### config.mk
export PLATFORM = sky130hd
export DESIGN_NAME = mux_lut_seq
export DESIGN_NICKNAME = d
export VERILOG_FILES = /design/src/rtl/mux_lut_pkg.sv /design/src/rtl/mux_tree_n.sv /design/src/rtl/mux_lut_seq.sv
export SDC_FILE = /design/constraint.sdc
export NUM_CORES = 1
export LEC_CHECK = 0
export CAP_MARGIN = 5
export CORE_UTILIZATION = 42
export DETAILED_ROUTE_END_ITERATION = 7
export PLACE_DENSITY = 0.75
export SLEW_MARGIN = 25
export SYNTH_ARGS = -nofsm -noshare
export SYNTH_HDL_FRONTEND = slang
export SYNTH_SLANG_ARGS = --single-unit
### constraint.sdc
create_clock -name clk -period 2.5 [get_ports clk]
set_clock_uncertainty 0.1 [all_clocks]
set_input_delay 0.25 -clock clk [delete_from_list [all_inputs] [get_ports clk]]
set_output_delay 0.25 -clock clk [all_outputs]
set_load 0.02 [all_outputs]
### src/rtl/mux_lut_pkg.sv
// Shared state type, default sizing and the select-remap helper for mux_lut_seq.
package mux_lut_pkg;

  localparam int SEL_W_DEF  = 3;
  localparam int NUM_CH_DEF = 2;
  localparam int TBL_W      = 2 ** SEL_W_DEF;
  localparam int CH_W       = (NUM_CH_DEF > 1) ? $clog2(NUM_CH_DEF) : 1;

  typedef enum logic {
    IDLE = 1'b0,
    SCAN = 1'b1
  } state_e;

  // Maps an external select word onto the internal table index (bit order reversed when rev).
  function automatic logic [31:0] sel_remap(input logic [31:0] sel, input int w, input bit rev);
    logic [31:0] r;
    r = '0;
    for (int i = 0; i < 32; i++) begin
      if (i < w) begin
        if (rev) r[w-1-i] = sel[i];
        else     r[i]     = sel[i];
      end
    end
    return r;
  endfunction

endpackage

### src/rtl/mux_tree_n.sv
// TBL_W:1 binary mux2 tree, split at level SEL_W/2 so the top can optionally register the mid tap.
module mux2 (
  input  logic a_i,
  input  logic b_i,
  input  logic s_i,
  output logic y_o
);
  assign y_o = s_i ? b_i : a_i;
endmodule

module mux_tree_n #(
  parameter  int SEL_W = 3,
  localparam int TW    = 2 ** SEL_W,
  localparam int LO    = SEL_W / 2,
  localparam int HI    = SEL_W - LO,
  localparam int MW    = 2 ** HI
) (
  input  logic [TW-1:0] data_i,
  input  logic [LO-1:0] sel_lo_i,
  output logic [MW-1:0] tap_o,
  input  logic [MW-1:0] mid_i,
  input  logic [HI-1:0] sel_hi_i,
  output logic          y_o
);

  for (genvar j = 0; j < LO; j++) begin : g_lo
    logic [(TW>>j)-1:0]     src;
    logic [(TW>>(j+1))-1:0] nd;
    if (j == 0) begin : g_in
      assign src = data_i;
    end else begin : g_in
      assign src = g_lo[j-1].nd;
    end
    for (genvar k = 0; k < (TW >> (j+1)); k++) begin : g_cell
      mux2 u_mux2 (.a_i(src[2*k]), .b_i(src[2*k+1]), .s_i(sel_lo_i[j]), .y_o(nd[k]));
    end
  end

  assign tap_o = g_lo[LO-1].nd;

  // Upper levels start from mid_i, which is either tap_o directly or its registered copy.
  for (genvar j = 0; j < HI; j++) begin : g_hi
    logic [(MW>>j)-1:0]     src;
    logic [(MW>>(j+1))-1:0] nd;
    if (j == 0) begin : g_in
      assign src = mid_i;
    end else begin : g_in
      assign src = g_hi[j-1].nd;
    end
    for (genvar k = 0; k < (MW >> (j+1)); k++) begin : g_cell
      mux2 u_mux2 (.a_i(src[2*k]), .b_i(src[2*k+1]), .s_i(sel_hi_i[j]), .y_o(nd[k]));
    end
  end

  assign y_o = g_hi[HI-1].nd[0];

endmodule

### src/rtl/mux_lut_seq.sv
// Multi-channel loadable truth-table engine with registered eval and full-table scan sequencer.
// Define MUX_LUT_PIPE_EN to register the mux tree mid tap (eval/scan latency 2 instead of 1).
module mux_lut_seq
  import mux_lut_pkg::*;
#(
  parameter  int              SEL_W       = SEL_W_DEF,
  parameter  int              NUM_CH      = NUM_CH_DEF,
  parameter  int              SEL_REV     = 0,
  parameter  logic [2**SEL_W-1:0] RESET_TABLE = '0,
  localparam int              TW          = 2 ** SEL_W,
  localparam int              CW          = (NUM_CH > 1) ? $clog2(NUM_CH) : 1
) (
  input  logic             clk,
  input  logic             reset,
  input  logic             cfg_valid,
  output logic             cfg_ready,
  input  logic [CW-1:0]    cfg_ch,
  input  logic [TW-1:0]    cfg_data,
  input  logic             in_valid,
  output logic             in_ready,
  input  logic [CW-1:0]    in_ch,
  input  logic [SEL_W-1:0] in_sel,
  input  logic             scan_start,
  output logic             scan_busy,
  output logic             scan_done,
  output logic             out_valid,
  output logic             out_y,
  output logic [CW-1:0]    out_ch,
  output logic [SEL_W-1:0] out_idx
);

  localparam int LO = SEL_W / 2;
  localparam int HI = SEL_W - LO;
  localparam int MW = 2 ** HI;
  localparam logic [SEL_W-1:0] LAST_IDX = '1;

  // state | meaning
  // IDLE  | cfg/eval accepted, scan_start sampled
  // SCAN  | emitting table[sch][idx] each cycle, cfg/eval blocked
  state_e           state_q, state_d;
  logic [SEL_W-1:0] idx_q, idx_d;
  logic [CW-1:0]    sch_q, sch_d;
  logic [TW-1:0]    tbl_q [NUM_CH];

  logic             busy, cfg_acc, ev_acc, issue, issue_done;
  logic [CW-1:0]    mux_ch;
  logic [SEL_W-1:0] mux_idx, ev_idx;
  logic [TW-1:0]    mux_tbl;
  logic [MW-1:0]    tap, mid;
  logic [HI-1:0]    sel_hi;
  logic             y;

  logic             out_valid_q, out_y_q, done_q;
  logic [CW-1:0]    out_ch_q;
  logic [SEL_W-1:0] out_idx_q;

  assign busy      = (state_q == SCAN);
  assign cfg_ready = ~busy;
  assign in_ready  = ~busy;
  assign scan_busy = busy;
  assign cfg_acc   = cfg_valid & ~busy;
  assign ev_acc    = in_valid & ~busy;
  assign ev_idx    = SEL_W'(sel_remap(32'(in_sel), SEL_W, SEL_REV != 0));

  always_ff @(posedge clk or posedge reset) begin
    if (reset) begin
      state_q <= IDLE;
      idx_q   <= '0;
      sch_q   <= '0;
    end else begin
      state_q <= state_d;
      idx_q   <= idx_d;
      sch_q   <= sch_d;
    end
  end

  always_comb begin
    state_d = state_q;
    idx_d   = idx_q;
    sch_d   = sch_q;
    case (state_q)
      IDLE: begin
        if (scan_start) begin
          state_d = SCAN;
          idx_d   = '0;
          sch_d   = in_ch;
        end
      end
      SCAN: begin
        idx_d = idx_q + 1'b1;
        if (idx_q == LAST_IDX) state_d = IDLE;
      end
      default: state_d = IDLE;
    endcase
  end

  // Eval wins the shared tree; it can only be accepted outside SCAN anyway.
  always_comb begin
    mux_ch  = sch_q;
    mux_idx = idx_q;
    if (ev_acc) begin
      mux_ch  = in_ch;
      mux_idx = ev_idx;
    end
  end

  // Unmatched (out-of-range) channels read as an all-zero table.
  always_comb begin
    mux_tbl = '0;
    for (int c = 0; c < NUM_CH; c++) begin
      if (mux_ch == CW'(c)) mux_tbl = tbl_q[c];
    end
  end

  assign issue      = ev_acc | busy;
  assign issue_done = busy & (idx_q == LAST_IDX);

  always_ff @(posedge clk or posedge reset) begin
    if (reset) begin
      for (int c = 0; c < NUM_CH; c++) tbl_q[c] <= RESET_TABLE;
    end else if (cfg_acc) begin
      for (int c = 0; c < NUM_CH; c++) begin
        if (cfg_ch == CW'(c)) tbl_q[c] <= cfg_data;
      end
    end
  end

  mux_tree_n #(.SEL_W(SEL_W)) u_tree (
    .data_i   (mux_tbl),
    .sel_lo_i (mux_idx[LO-1:0]),
    .tap_o    (tap),
    .mid_i    (mid),
    .sel_hi_i (sel_hi),
    .y_o      (y)
  );

`ifdef MUX_LUT_PIPE_EN
  logic             p_valid_q, p_done_q;
  logic [CW-1:0]    p_ch_q;
  logic [SEL_W-1:0] p_idx_q;
  logic [MW-1:0]    p_mid_q;

  always_ff @(posedge clk or posedge reset) begin
    if (reset) begin
      p_valid_q <= 1'b0;
      p_done_q  <= 1'b0;
      p_ch_q    <= '0;
      p_idx_q   <= '0;
      p_mid_q   <= '0;
    end else begin
      p_valid_q <= issue;
      p_done_q  <= issue_done;
      p_ch_q    <= mux_ch;
      p_idx_q   <= mux_idx;
      p_mid_q   <= tap;
    end
  end

  assign mid    = p_mid_q;
  assign sel_hi = p_idx_q[SEL_W-1:LO];

  always_ff @(posedge clk or posedge reset) begin
    if (reset) begin
      out_valid_q <= 1'b0;
      out_y_q     <= 1'b0;
      out_ch_q    <= '0;
      out_idx_q   <= '0;
      done_q      <= 1'b0;
    end else begin
      out_valid_q <= p_valid_q;
      out_y_q     <= y;
      out_ch_q    <= p_ch_q;
      out_idx_q   <= p_idx_q;
      done_q      <= p_done_q;
    end
  end
`else
  assign mid    = tap;
  assign sel_hi = mux_idx[SEL_W-1:LO];

  always_ff @(posedge clk or posedge reset) begin
    if (reset) begin
      out_valid_q <= 1'b0;
      out_y_q     <= 1'b0;
      out_ch_q    <= '0;
      out_idx_q   <= '0;
      done_q      <= 1'b0;
    end else begin
      out_valid_q <= issue;
      out_y_q     <= y;
      out_ch_q    <= mux_ch;
      out_idx_q   <= mux_idx;
      done_q      <= issue_done;
    end
  end
`endif

  assign out_valid = out_valid_q;
  assign out_y     = out_y_q;
  assign out_ch    = out_ch_q;
  assign out_idx   = out_idx_q;
  assign scan_done = done_q;

endmodule
# ---- After elaboration in Yosys (flattened, before gate mapping)
# Cells that the tools add are included.
dict set report op_classes {
  add_sub_neg 1
  n_eq_ne 2
  n_mux 15
  n_bitwise 6
  reduce_logical 3
}
# cell count
set op_table {}
lappend op_table {{1-bit 2-to-1 mux} 10}
lappend op_table {{8-bit 2-to-1 mux} 1}
lappend op_table {{3-bit 2-to-1 mux} 2}
lappend op_table {{3-bit one-hot mux with 2 select lines} 1}
lappend op_table {{2-bit AND reduction} 3}
lappend op_table {{3-bit by 1-bit adder with 3-bit output, second input constant} 1}
lappend op_table {{1-bit bitwise AND} 3}
lappend op_table {{3-bit == test, second input constant} 1}
lappend op_table {{2-bit by 1-bit != test with 1-bit output, second input constant} 1}
lappend op_table {{1-bit NOT} 2}
lappend op_table {{1-bit one-hot mux with 2 select lines} 1}
lappend op_table {{1-bit OR} 1}
dict set report totals {
  register_bits 28
  inputBits 18
  out_inout_bits 10
  wordCells 37
}

# ---- Longest topological paths before layout
# Gate-level depths: netlist of the first run.
dict set report logic_depth {
  ltp_word 7
  ltp_mapped 7
  mapped_depth_nobuf 5
}

# ---- Hierarchy
# From an unflattened synthesis of the first run, not the netlist that was laid out.
dict set report hier_totals {
  cells_unflattened 87
  area_unflattened_um2 1305.0
}
# mod instances cells_per_inst area_each_um2 seq_area_each_um2
set modules_own_cells {}
lappend modules_own_cells {mux_lut_seq 1 80 1199.9 700.7}
lappend modules_own_cells {mux2 7 1 15.0 0.0}

# ---- Least setup slack after synthesis of the first run
# OpenSTA, ideal clock, no wires.
dict set report synth_path {
  path_kind {reg2reg}
  start {register state_q, in the netlist scan_busy}
  end {register out_y_q, in the netlist out_y}
  setup_time_ps 130
  arrival_ps 1693
  t_required_ps 2270
  path_slack_ps 578
  stages_incl_launch_ff 7
  n_path_buf 1
  period_less_slack_ps 1922
  cell_sequence {dfrtp_1 > nand2b_1 > buf_6 > mux2_4 > mux4_2 > a32oi_1 > o41ai_1}
}
dict set report synth_between {
  elab_cells_between_ends 12
  classes_between {10 x mux; 2 x bitwise}
}
# item line_no
set synth_rtl {}
lappend synth_rtl {{start, declared} mux_lut_seq.sv:40} ;# state_e state_q, state_d;
lappend synth_rtl {{start signal, assigned} mux_lut_seq.sv:71} ;# state_q <= state_d;
lappend synth_rtl {{1-bit NOT (no line) (*)} --}
lappend synth_rtl {{1-bit bitwise AND (*)} mux_lut_seq.sv:62} ;# assign ev_acc = in_valid & ~busy;
lappend synth_rtl {{3-bit 2-to-1 mux (*)} mux_lut_seq.sv:101} ;# if (ev_acc) begin
lappend synth_rtl {{named net u_tree.g_lo[0].g_cell[0].u_mux2.s_i} mux_tree_n.sv:5} ;# input logic s_i,
lappend synth_rtl {{1-bit 2-to-1 mux (2 in series)} mux_tree_n.sv:8} ;# assign y_o = s_i ? b_i : a_i;
lappend synth_rtl {{1-bit 2-to-1 mux (*)} mux_tree_n.sv:8}
lappend synth_rtl {{named net u_tree.g_hi[1].g_cell[0].u_mux2.y_o} mux_tree_n.sv:6} ;# output logic y_o
lappend synth_rtl {{end signal, assigned} mux_lut_seq.sv:190} ;# out_y_q <= y;
lappend synth_rtl {{end, declared} mux_lut_seq.sv:53} ;# logic out_valid_q, out_y_q, done_q;
# Mark *: on every way through the listed nets, which the timed path passes. The rest lies on a longest branch.
# A chain may end at the register's enable or synchronous reset.

# ---- Worst setup path after layout of the first run
# Ends and elaborated chain as after synthesis.

==> flow_summary.yaml, run 1 <==
setup_path:
  rr_endpoint: "out_y"
  critPathCapture: "out_y"
  startpoint: "scan_busy"
  worstSetupStartpointType: "flip-flop"
  worstPathArrival_ns: 2.26
  reg2reg_from: "scan_busy"
  crit_fanout: 12
  r2r_cells: 5
  crit_required_ns: 2.61
  criticalPathCategory: "reg2reg"
  r2r_slack_ns: 0.35
  worst_setup_path_end_kind: "flip-flop"
placed_design:
  place_ws_ns: 0.262
  dpl.cell_count: 181
  dp_hpwl_mm: 2.06
  io_buffers: 27
  place_area_um2: 1660
  gp_congestion: 0.872
cells_and_area:
  final_nets: 162
  antenna_cells: 0
  final_area_um2: 1720
  syn_to_final_growth_pct: 27.9
  layout.cells.non_filler: 185
  drive_gt1_share_pct: 23.4
  mostFrequentLayoutCell: "dfrtp_1"
  layout_common_cells: "dfrtp_1 (28), clkdlybuf4s50_1 (27), mux2_2 (19)"
synthesis:
  synth_flop_cell: "dfrtp_1"
  synthCells: 111
  ys_types: 33
  ys_seq_area_share_pct: 52.2
  netlist_area_um2: 1340
  synth_edf_count: 0
  ys_async_sr_fraction_pct: 100
  syn_nets: 131
  ys_ff_latch: 28
  yosys_warnings: 0
  syn_avg_cell_area_um2: 12.1
power:
  ir_drop_mv: 0.332
  p_per_area_nw_per_um2: 1150
  p_leak_uw: 0.000727
  p_total_uw: 1970
timing:
  fmax_mhz: 465
  tns_ns: 0
  layout_setup_ws_ns: 0.348
  fin_crit_sh_pct: 86.1
  setup_violations: 0
  rsz0062_at_grt: "false"
  maxSlewViolCount: 0
  fin_crit_ns: 2.15
  maxSlewHeadroom_pct: 67.9
  worst_pin_slew_ns: 0.480
  finalHoldViolations: 0
global_routing:
  antenna_found_initial: 0
  grt_pass1_vias: 1022
  grt_pass1_wl_mm: 4.57
  grt_overflow: 0
  grt_max_degree: 29
  grt_usage_pct: 18.0
clocking:
  cts_tree: "done"
  postCtsHoldBufs: 0
  cts_made_buffers: 3
  postCtsSetupRepairBufs: 0
  htree_levels: 1
  path_clk_slew_ns: 0.15
  cts_resized: 0
  root_buffer: "clkbuf_4"
  clk_path_buf_depth: 2
  clk_latency_ns: 0.33
  cts_sinks: 28
detailed_routing:
  vias_per_cell: 5.32
  postRouteAntennaNets: 0
  num_vias: 985
  routed_wl_mm: 2.74
  drc: 0
  wire_per_inst_um: 14.8
  firstDrtPassIters: 4
  drtIter0Drc: 51
die:
  die_height_um: 58.5
  rows: 20
  initial_utilization_pct: 43.9
  coreArea_um2: 3050
  dieWidth_um: 58.5
  die_area_um2: 3420
  io_pins: 28
status:
  status: "finished, final reports clean"
run:
  max_cap_violations: 0
worst_hold_path:
  hp-class: "in2async"
-- critical path, stage by stage (launching register included) --
cell and delay, ns:
dfrtp_1 0.57, nand2b_1 0.27, mux2_4 0.34, mux4_2 0.42, a32oi_1 0.20, o41ai_1 0.13
-- state kept, by name, summed over array words and instances, names as in the netlist --
name and flops:
scan_busy 1, out_idx 3, out_y 1, out_valid 1
tbl_q 16, sch_q 1, idx_q 3, out_ch 1
scan_done 1
-- power breakdown --
part,switching (uW),total [uW],internal (uW)
registers,153,821,668
clock network,134,296,162
logic,385,854,469
-- cells in the mapped netlist (2+ instances only) --
cell type  instances  area [um2]
mux2_2            19         214
o2111ai_1          2        17.5
nand3_1            6        30.0
a22o_1             3        26.3
ha_1               2        25.0
inv_1              8        30.0
o21ai_0            2        10.0
nor2b_1            3        18.8
nor3b_1            3        22.5
buf_4              2        15.0
nand2_1            8        30.0
clkbuf_1           2        7.51
nand3b_1           2        15.0
a31oi_1            3        18.8
dfrtp_1           28         701
-- metal layers --
| layer | wire, um | up-vias | global-route usage, % |
|---|---|---|---|
| met4 | 68 | 0 | 11.6 |
| li1 | - | 463 | - |
| met3 | 104 | 7 | 2.20 |
| met5 | 0 | - | 0 |
| met1 | 1170 | 482 | 21.3 |
| met2 | 1400 | 33 | 31.2 |
-- cells by family (layout without fill, tap and decap cells) --
group                      Yosys count  after routing  synth area share, %
and+or+nand+nor                     28             28                 11.7
adders and majority gates            2              2                 1.87
buffers and inverters               13             43                 4.76
DFF                                 28             28                 52.2
muxes                               21             21                 18.7
AOI/OAI and AO/OA                   19             19                 10.7
-- through the flow --
stage,hold slack (ns),util [%]
after floorplan,0.215,-
after global placement,0.386,54.5
after detailed placement,0.397,54.5
after CTS,0.164,56.2
after global routing,0.162,56.2
final,0.148,56.2
-- how the worst min path moves through the flow --
stage / startpoint / endpoint / slack [ns] / cells after the start
after floorplan: reset / idx_q[0] / 0.22 / 1
after global placement: tbl_q[2] / tbl_q[2] / 0.39 / 1
after detailed placement: tbl_q[9] / tbl_q[9] / 0.40 / 1
after CTS: reset / tbl_q[8] / 0.16 / 3
after global routing: reset / tbl_q[1] / 0.16 / 3
final: reset / tbl_q[1] / 0.15 / 3
-- cell type report --
class	count	area, um2
fill	255	1340
sequential	28	701
inverter	8	30.0
timing repair buffer	31	300
tap	44	55.1
multi-input combinational	70	577
clock inverter	1	30.0
clock buffer	3	22.5
Note: power is estimated with default switching activity, not from simulation.
==> inputs of run 2 (changes only) <==
Settings changed: CAP_MARGIN 5 to default.
==> results of run 2 <==
No change in the layout: final DEF, timing and power equal those of run 1.
==> inputs of run 3 (changes only) <==
Settings changed: PLACE_DENSITY 0.75 to 0.77.
Clock period 2.5 ns to 1.8 ns, I/O delays scaled along.
==> run 3 against run 2 <==
Against the previous run: the flow now finishes with violations (setup timing); critical path depth is the same; sequential power grew 34%; count of clock-buffer cells in the layout grew 1; global-route usage shrank 1.2 points; worst setup slack lost 0.37 ns; flip-flop and latch count is the same; maximum frequency grew 18%; sequential share of layout area shrank 0.75 points.
==> flow_summary.yaml, run 3 (synthesis results as in run 1) <==
status:
  status: "finished, violations left"
  violations: "setup timing"
cells_and_area:
  layout.cells.non_filler: 192
  regMostFlops: "tbl_q"
  layout_common_cells: "dfrtp_1 (27), clkdlybuf4s50_1 (24), mux2_2 (19)"
  final_nets: 169
  syn_to_final_growth_pct: 30.5
  drive_gt1_share_pct: 27.7
  antenna_cells: 0
  final_area_um2: 1750
  mostFrequentLayoutCell: "dfrtp_1"
  largest_register_ffs: 16
detailed_routing:
  firstDrtPassIters: 4
  vias_per_cell: 5.13
  postRouteAntennaNets: 0
  routed_wl_mm: 2.56
  wire_per_inst_um: 13.3
  drtIter0Drc: 21
  drc: 0
  num_vias: 985
timing:
  maxSlewHeadroom_pct: 75.8
  tns_ns: -0.0188
  layout_setup_ws_ns: -0.0188
  worst_pin_slew_ns: 0.362
  fmax_mhz: 550
  hold_ws_ns: 0.126
  fin_crit_sh_pct: 101
  rsz0062_at_grt: "true"
  maxSlewViolCount: 0
  finalHoldViolations: 0
  setup_violations: 1
  fin_crit_ns: 1.82
placed_design:
  dpl.cell_count: 188
  gp_congestion: 0.914
  dp_hpwl_mm: 2.04
  place_area_um2: 1720
  io_buffers: 27
die:
  die_area_um2: 3420
  io_pins: 28
  initial_utilization_pct: 43.9
  coreArea_um2: 3050
  die_height_um: 58.5
  dieWidth_um: 58.5
  rows: 20
power:
  ir_drop_mv: 0.516
  p_total_uw: 2630
  p_leak_uw: 0.000765
  p_per_area_nw_per_um2: 1500
global_routing:
  antenna_found_initial: 0
  grt_max_degree: 29
  grt_usage_pct: 16.9
  grt_pass1_vias: 946
  grt_overflow: 0
  grt_pass1_wl_mm: 4.26
setup_path:
  rr_endpoint: "out_y"
  worst_setup_path_end_kind: "flip-flop"
  criticalPathCategory: "reg2reg"
  path_cells: "nand2b_4, mux2_4, mux4_2, a32oi_1, o41ai_1"
  worstSetupStartpointType: "flip-flop"
  worstPathArrival_ns: 1.93
  crit_fanout: 4
  cp_slowest_cell: "dfrtp_2"
  crit_required_ns: 1.91
  reg2reg_from: "scan_busy"
  r2r_slack_ns: -0.02
  r2r_cells: 5
  cpPeakStageDelay_ns: 0.45
clocking:
  cts_made_buffers: 3
  root_buffer: "clkbuf_4"
  clk_path_buf_depth: 2
  cts_sinks: 28
  path_clk_slew_ns: 0.15
  clk_latency_ns: 0.32
  htree_levels: 1
  cts_tree: "done"
  postCtsSetupRepairBufs: 0
run:
  max_cap_violations: 0
worst_hold_path:
  hp-class: "in2async"
-- run 3: cell count changes in the layout (fill, tap and decap cells not counted), sizes merged --
cell and delta:
bufinv -1, buf +7, dlymetal6s2s +1, clkbuf +1, clkdlybuf4s50 -3, dlygate4sd2 +2
-- run 3: metrics by stage --
step                util (%)  setup WS (ns)
finish                  57.3        -0.0188
detailed placement      56.5         -0.258
floorplan                  -        -0.0732
global placement        56.5         -0.239
CTS                     57.3       -0.00641
global route            57.3        -0.0684
-- run 3: area by class of cell --
| type | count | area [um2] |
|---|---|---|
| multi-input combinational | 70 | 584 |
| sequential | 28 | 702 |
| timing repair buffer | 38 | 353 |
| inverter | 8 | 30.0 |
| clock buffer | 4 | 26.3 |
| tap | 44 | 55.1 |
| fill | 275 | 1300 |
-- run 3: power breakdown --
part / switching, uW / total [uW] / internal [uW]
clock: 176 / 262 / 86.6
combinational: 568 / 1270 / 704
sequential: 169 / 1100 / 930
-- run 3: metal layers --
metal	track usage, %	vias to the layer above	routed length, um
met3	3.08	2	72
met4	7.48	0	18
met2	29.1	16	1310
li1	-	476	-
met5	0	-	0
met1	20.7	491	1160
-- run 3: worst max-delay path, delay by kind of cell (launching register included) --
family          cells  cell delay (ns)
compound gates      2             0.25
flops               1             0.45
simple gates        1             0.17
mux                 2             0.74
-- run 3: how the worst max path moves through the flow --
stage	start	to	slack, ns	cells past startpoint
after floorplan	scan_busy	out_y	-0.07	6
after global routing	scan_busy	out_y	-0.07	5
after global placement	in_valid	out_y	-0.24	6
after CTS	scan_busy	out_y	-0.006	5
after detailed placement	in_valid	out_y	-0.26	6
final	scan_busy	out_y	-0.02	5
-- run 3: timing repair --
item	CTS	global route
hold buffers	0	0
gates resized for setup	2	1
setup endpoints to repair	3	2
endpoints found under the hold margin	0	0
